$ cat src/rtl/cr_had_pkg.sv
// Shared definitions for the HAD trace control path: FSM encoding and the
// default trace counter width.
package cr_had_pkg;

  localparam int CNT_W_DEF = 8;

  typedef enum logic [1:0] {
    ST_IDLE  = 2'b00,
    ST_REQ   = 2'b01,
    ST_DEBUG = 2'b10,
    ST_EXIT  = 2'b11
  } had_state_e;

endpackage

$ cat src/rtl/cr_had_trace_cnt.sv
// Loadable down-counter for trace stepping; saturates at zero and flags it.
module cr_had_trace_cnt #(
  parameter int CNT_W = 8
) (
  input  logic             cpuclk,
  input  logic             cpurst,
  input  logic             load,
  input  logic [CNT_W-1:0] load_val,
  input  logic             dec,
  output logic [CNT_W-1:0] cnt,
  output logic             eq0
);

  assign eq0 = (cnt == '0);

  // A load always wins; a decrement at zero is dropped so the count never wraps.
  always_ff @(posedge cpuclk or posedge cpurst) begin
    if (cpurst) begin
      cnt <= '0;
    end else if (load) begin
      cnt <= load_val;
    end else if (dec && !eq0) begin
      cnt <= cnt - CNT_W'(1);
    end
  end

endmodule

$ cat src/rtl/cr_had_trace_ctrl.sv
// Trace responder: counts traced retirements, requests debug entry at zero,
// then handshakes the debugger-initiated exit with the core.
module cr_had_trace_ctrl
  import cr_had_pkg::*;
#(
  parameter int CNT_W = CNT_W_DEF
) (
  input  logic             cpuclk,
  input  logic             cpurst,
  input  logic             trace_ctrl_req,
  input  logic             regs_trace_cnt_sel,
  input  logic [CNT_W-1:0] regs_xx_wdata,
  input  logic             regs_exit_dbg,
  input  logic             iu_yy_xx_dbgon,
  output logic             ctrl_trace_dbg_req,
  output logic             ctrl_trace_exit_req,
  output logic [CNT_W-1:0] trace_regs_counter,
  output logic             trace_regs_reason_trace,
  output logic             ctrl_trace_busy
);

  had_state_e state, next_state;
  logic       cnt_eq0;
  logic       set_reason, clr_reason;

  cr_had_trace_cnt #(.CNT_W(CNT_W)) u_cnt (
    .cpuclk   (cpuclk),
    .cpurst   (cpurst),
    .load     (regs_trace_cnt_sel),
    .load_val (regs_xx_wdata),
    .dec      (trace_ctrl_req && (state == ST_IDLE)),
    .cnt      (trace_regs_counter),
    .eq0      (cnt_eq0)
  );

  always_ff @(posedge cpuclk or posedge cpurst) begin
    if (cpurst) begin
      state                   <= ST_IDLE;
      trace_regs_reason_trace <= 1'b0;
    end else begin
      state <= next_state;
      if (set_reason) begin
        trace_regs_reason_trace <= 1'b1;
      end else if (clr_reason) begin
        trace_regs_reason_trace <= 1'b0;
      end
    end
  end

  // External debug entry beats a trace hit; a counter write in the same cycle
  // suppresses the trace hit entirely.
  always_comb begin
    next_state = state;
    set_reason = 1'b0;
    clr_reason = 1'b0;
    unique case (state)
      ST_IDLE: begin
        if (iu_yy_xx_dbgon) begin
          next_state = ST_DEBUG;
        end else if (trace_ctrl_req && cnt_eq0 && !regs_trace_cnt_sel) begin
          next_state = ST_REQ;
        end
      end
      ST_REQ: begin
        if (iu_yy_xx_dbgon) begin
          next_state = ST_DEBUG;
          set_reason = 1'b1;
        end
      end
      ST_DEBUG: begin
        if (regs_exit_dbg) begin
          next_state = ST_EXIT;
        end
      end
      ST_EXIT: begin
        if (!iu_yy_xx_dbgon) begin
          next_state = ST_IDLE;
          clr_reason = 1'b1;
        end
      end
      default: next_state = ST_IDLE;
    endcase
  end

  assign ctrl_trace_dbg_req  = (state == ST_REQ);
  assign ctrl_trace_exit_req = (state == ST_EXIT);
  assign ctrl_trace_busy     = (state != ST_IDLE);

endmodule

$ cat config.mk
export PLATFORM = sky130hd
export DESIGN_NAME = cr_had_trace_ctrl
export DESIGN_NICKNAME = d
export VERILOG_FILES = /design/src/rtl/cr_had_pkg.sv /design/src/rtl/cr_had_trace_cnt.sv /design/src/rtl/cr_had_trace_ctrl.sv
export SDC_FILE = /design/constraint.sdc
export NUM_CORES = 1
export LEC_CHECK = 0
export CAP_MARGIN = 10
export CORE_MARGIN = 2
export CORE_UTILIZATION = 48
export DETAILED_ROUTE_END_ITERATION = 8
export HOLD_SLACK_MARGIN = 0.1
export PLACE_DENSITY_LB_ADDON = 0.12
export SYNTH_ARGS = -nofsm -noshare
export SYNTH_HDL_FRONTEND = slang
export SYNTH_HIERARCHICAL = 1
export SYNTH_SLANG_ARGS = --single-unit
$ cat constraint.sdc
create_clock -name cpuclk -period 5.74 [get_ports cpuclk]
set_input_delay 1.435 -clock cpuclk [delete_from_list [all_inputs] [get_ports cpuclk]]
set_output_delay 1.435 -clock cpuclk [all_outputs]
set_load 0.01 [all_outputs]
# Word-level counts from Yosys, hierarchy flattened
# Index checks and enable logic that the tools add are counted.
[op_classes] addsub=1 eq_ne=7 mux=14 n_reduce_logical=12
[op_table] operator="$mux 8" n=2
[op_table] operator="$mux 2" n=5
[op_table] operator="$logic_not 8->1" n=1
[op_table] operator="$pmux 2 s4" n=1
[op_table] operator="$sub 8x1->8 const B" n=1
[op_table] operator="$mux 1" n=6
[op_table] operator="$ne 2x2->1 const B" n=3
[op_table] operator="$reduce_bool 2->1" n=3
[op_table] operator="$eq 2x2->1 const B" n=2
[op_table] operator="$logic_and 1x1->1" n=4
[op_table] operator="$reduce_and 4->1" n=1
[op_table] operator="$ne 3x2->1 const B" n=1
[op_table] operator="$eq 2x1->1 const B" n=1
[op_table] operator="$logic_not 1->1" n=2
[op_table] operator="$logic_not 2->1" n=1
[word_totals] register_bits=11 output_inout_bits=12

# Depth between registers and ports, before layout
[depth] ltp_word=6 ltp_mapped=7 mapped_depth_nobuf=7

# Modules after synthesis
# The synthesis kept the hierarchy.
[modules_own_cells] mod="cr_had_trace_cnt" instances=1 cells_each=64 area_each_um2=549.3 seq_area_each_um2=200.2
[modules_own_cells] mod="cr_had_trace_ctrl" instances=1 cells_each=24 area_each_um2=256.5 seq_area_each_um2=75.1

# Least setup slack after synthesis
# OpenSTA, ideal clock, no wires.
[synth_timing] path_type="input port to flip-flop" startpoint="input port trace_ctrl_req" endpoint="register u_cnt.cnt[5]" setup_ns=0.082 arrival_time_ns=2.718 slack_ns=2.940 stages=4 path_buffers=0 path_cell_list="and2_1 or3b_2 or4_1 a31oi_1"
[synth_via] elab_chain_len=3
[synth_rtl] item="start: declaration" line_no="cr_had_trace_ctrl.sv:10" text="input logic trace_ctrl_req,"
[synth_rtl] item="$logic_and 1x1->1" line_no="cr_had_trace_ctrl.sv:31" text=".dec (trace_ctrl_req && (state == ST_IDLE)),"
[synth_rtl] item="$logic_and 1x1->1" line_no="cr_had_trace_cnt.sv:22" text="end else if (dec && !eq0) begin"
[synth_rtl] item="$reduce_bool 2->1 (no source line)"
[synth_rtl] item="end signal: assignment" line_no="cr_had_trace_cnt.sv:21" text="cnt <= load_val;"
[synth_rtl] item="end signal: assignment" line_no="cr_had_trace_cnt.sv:23" text="cnt <= cnt - CNT_W'(1);"
[synth_rtl] item="end: declaration" line_no="cr_had_trace_cnt.sv:10" text="output logic [CNT_W-1:0] cnt,"
# Every way passes these cells.
# A chain may end at the register's enable or synchronous reset.

# Worst setup path after layout
# Same ends and word-level chain as after synthesis.

==> parameters.txt <==
Parameter                              Value

Power and ir drop
  Switching pwr ... 136.7 uW
  Cell Int Power ... 228.4 uW
  PD cells ... 335.0 mW/mm^2
  Leak ... 0.4466 nW
  Peak supply drop ... 201.2 uV
  Sequential share of power ... 0.320
  Switching portion of total power ... 0.3745
  Power share of the clock group ... 0.148
  Part of the power in combinational logic ... 0.532

Worst setup path
  Required time worst endpoint ... 5.93 ns
  Element type at the critical path end ... flop
  Setup Crit Path Kind ... in -> reg
  Worst path cell trace ... clkdlybuf4s50_1, and2_1, or3b_2, or4_1, a31oi_1
  Crit-path slowest cell ... sky130_fd_sc_hd__or3b_2
  RR Startpoint ... state[1]$_DFFE_PP0P_
  R2R Setup Slk ... 3.48 ns
  Number of cells on the worst reg-to-reg path ... 6
  Critical path launch point type ... input pin
  Largest stage delay on the critical path ... 0.53 ns
  Crit Reg-Reg Endpoint ... u_cnt/cnt[5]$_DFFE_PP0P_
  Maximum fanout along the worst path ... 6
  Data arrival at the endpoint of the critical path ... 3.30 ns

Synthesis
  Number of synthesized register bits ... 11
  Top cells by area in the synthesized netlist ... sky130_fd_sc_hd__dfrtp_1 34%, sky130_fd_sc_hd__ha_1 11%, sky130_fd_sc_hd__mux2i_1 5.0%
  Cell taking the most area after synthesis ... sky130_fd_sc_hd__dfrtp_1
  Yosys warning total ... 6
  Syn Area/Cell ... 9.157 um^2
  Post-synth top cells ... 11 x sky130_fd_sc_hd__dfrtp_1, 9 x sky130_fd_sc_hd__inv_1, 8 x sky130_fd_sc_hd__nor2_1
  Post-synth ARST share ... 1.000
  EDFF count, synth ... 0
  Netlist area before placement ... 805.8 um^2
  Synthesized instance count ... 88
  Post-synthesis cell type count ... 35
  Library cell with the highest instance count after synthesis ... sky130_fd_sc_hd__dfrtp_1
  Synthesized Nets ... 109
  Predominant post-synthesis flop cell ... sky130_fd_sc_hd__dfrtp_1
  Sequential share of the synthesized area ... 0.3416
  Share of the synthesized area in the top cell type ... 0.3416

Clock tree
  CTS sink count ... 11
  TritonCTS clock tree ... done
  H-Tree Level Count ... 1
  Number of buffers on the longest clock path ... 2
  Total of cells resized after clock tree synthesis ... 0
  Number of buffers added by the clock tree synthesis step ... 3
  Clock latency of the later-clocked register in the worst-skew pair ... 0.27 ns
  Buffers inserted by post-CTS timing repair ... 0
  Number of hold buffers added after cts ... 0
  Clk root buf ... sky130_fd_sc_hd__clkbuf_4
  Clock input transition at the sequential cells of the worst setup and hold paths ... 0.07 ns

STA
  Worst relative slew slack ... 0.4234
  Pins over their slew limit ... 0
  Worst-margin pin slew ... 0.8570 ns
  Final sum of negative setup slack ... 0 ns
  Final number of setup-violating endpoints ... 0
  Final worst hold slack ... 0.5388 ns
  Unrepaired setup endpoints after global routing ... false
  Maximum clock frequency ... 0.3221 GHz
  Final period util ... 0.5409
  Worst Skew ... 0.0009116 ns
  Endpoints failing hold ... 0
  Final critical delay including setup and external delays ... 3.105 ns

Placed design
  Total cell area at the placement stage ... 0.001064 mm^2
  Detailed-placement wirelength estimate ... 1.421 mm
  Port Buffer Count ... 25
  Placer Congestion ... 0.8486

Route
  ANT nets after route ... 0
  Iteration-0 DRC Markers ... 18
  Vias after detailed routing ... 757
  Initial DRT Pass Iterations ... 4
  Post-route DRC violation count ... 0
  Final Routed Wirelength ... 1.852 mm
  Vias per cell ... 5.823
  WL per Instance ... 14.25 um

GRT
  First-pass GRT wire length ... 3.105 mm
  Overflow left after global routing ... 0
  Aggregate global-route resource usage ... 0.2175
  Pin count of the biggest net entering global routing ... 12
  Initial antenna violation count ... 0
  Via count of the first global-routing pass ... 681

Finish
  Layout net count ... 136
  Area delta synth->final ... 35.25%
  Utilization after layout ... 0.7070
  Diodes inserted ... 0
  # fillers ... 125
  Final design area excluding fillers ... 0.001090 mm^2
  Share of post-route cells with drive strength above 1 ... 0.07018
  FF+latch area ... 275.3 um^2
  Multi-input logic area ... 484.2 um^2

Run
  Max-capacitance violation count ... 0

Hold path
  Worst hold-check path type ... reg -> reg
  Hold Startpoint ... trace_regs_reason_trace$_DFFE_PP0P_
  Number of stages on the worst hold path ... 2
  Worst Hold End ... trace_regs_reason_trace$_DFFE_PP0P_

Status
  Run status ... completed

Floorplanning
  Die Y ... 44.97 um
  I/O pin cnt ... 26
  Die Span X ... 44.97 um
  Die Footprint ... 0.002022 mm^2
  Initial Util ... 0.5227
  Standard-cell rows ... 14
  Std-Cell Core Area ... 0.001541 mm^2
==> state kept, by name, indices dropped and copies added (netlist names) <==
| register | flops |
|---|---|
| u_cnt/cnt | 8 |
| state | 2 |
| trace_regs_reason_trace | 1 |
==> final cells by class <==
type | instances | area share
clock buffer | 4 | 0.02411
inverter | 9 | 0.03100
multi-input combinational | 65 | 0.4443
sequential | 11 | 0.2526
tap | 16 | 0.01837
timing repair buffer | 25 | 0.2296
==> stage by stage <==
step | instances | total power, mW | worst slack [ns]
after global placement | 126 | 0.3050 | 2.402
after CTS | 130 | 0.3687 | 2.645
final | 130 | 0.3651 | 2.635
after floorplan | 88 | 0.2347 | 2.940
after global routing | 130 | 0.3950 | 2.564
after detailed placement | 126 | 0.3142 | 2.371
==> how the worst max path moves through the flow <==
stage	from	endpoint	slack [ns]	depth (start not counted)
floorplan	trace_ctrl_req	u_cnt/cnt[5]$_DFFE_PP0P_	2.94	4
global placement	trace_ctrl_req	u_cnt/cnt[5]$_DFFE_PP0P_	2.40	5
detailed placement	trace_ctrl_req	u_cnt/cnt[5]$_DFFE_PP0P_	2.37	5
CTS	trace_ctrl_req	u_cnt/cnt[5]$_DFFE_PP0P_	2.65	5
global route	trace_ctrl_req	u_cnt/cnt[5]$_DFFE_PP0P_	2.56	5
finish	trace_ctrl_req	u_cnt/cnt[5]$_DFFE_PP0P_	2.64	5
==> logic make-up (layout without fill, tap and decap cells) <==
group / Yosys count / in the layout / synth area share
AO/OA/AOI/OAI: 23 / 23 / 0.2189
adder cells (fa/ha/maj): 7 / 7 / 0.1087
buffers and inverters: 12 / 38 / 0.05745
flip-flops: 11 / 11 / 0.3416
multiplexers: 5 / 5 / 0.06832
AND/OR/NAND/NOR: 30 / 30 / 0.2050
==> critical path: cells and delay by family <==
| kind | cells | cell delay, ns |
|---|---|---|
| AOI/OAI and AO/OA | 1 | 0.18 |
| buffers and inverters | 1 | 0.47 |
| and+or+nand+nor | 3 | 1.22 |
==> power by group through the flow <==
| stage | logic, mW | registers, mW | clock network (mW) |
|---|---|---|---|
| after detailed placement | 0.196 | 0.119 | 0 |
| after floorplan | 0.114 | 0.121 | 0 |
| after global placement | 0.187 | 0.118 | 0 |
| after CTS | 0.197 | 0.117 | 0.0549 |
| after global routing | 0.215 | 0.120 | 0.0593 |
| final | 0.194 | 0.117 | 0.0539 |
==> placed cells by master, fill, tap and decap left out, types with 2 or more instances in the layout <==
cell type	n
sky130_fd_sc_hd__nor2b_1	3
sky130_fd_sc_hd__or4_1	3
sky130_fd_sc_hd__o21ai_0	2
sky130_fd_sc_hd__nand2_1	6
sky130_fd_sc_hd__ha_1	7
sky130_fd_sc_hd__a21oi_1	2
sky130_fd_sc_hd__inv_1	9
sky130_fd_sc_hd__or3b_2	2
sky130_fd_sc_hd__a31oi_1	4
sky130_fd_sc_hd__o31ai_1	2
sky130_fd_sc_hd__dfrtp_1	11
sky130_fd_sc_hd__nor2_1	8
sky130_fd_sc_hd__o211ai_1	3
sky130_fd_sc_hd__clkdlybuf4s50_1	25
sky130_fd_sc_hd__clkbuf_4	3
sky130_fd_sc_hd__mux2i_1	4
==> routing by layer <==
| metal | GRT usage | wire (um) |
|---|---|---|
| met5 | 0 | 0 |
| met2 | 0.3543 | 907 |
| met4 | 0.05294 | 0 |
| met1 | 0.2709 | 831 |
| met3 | 0.08400 | 112 |
Power figures use the tool's default switching activity.
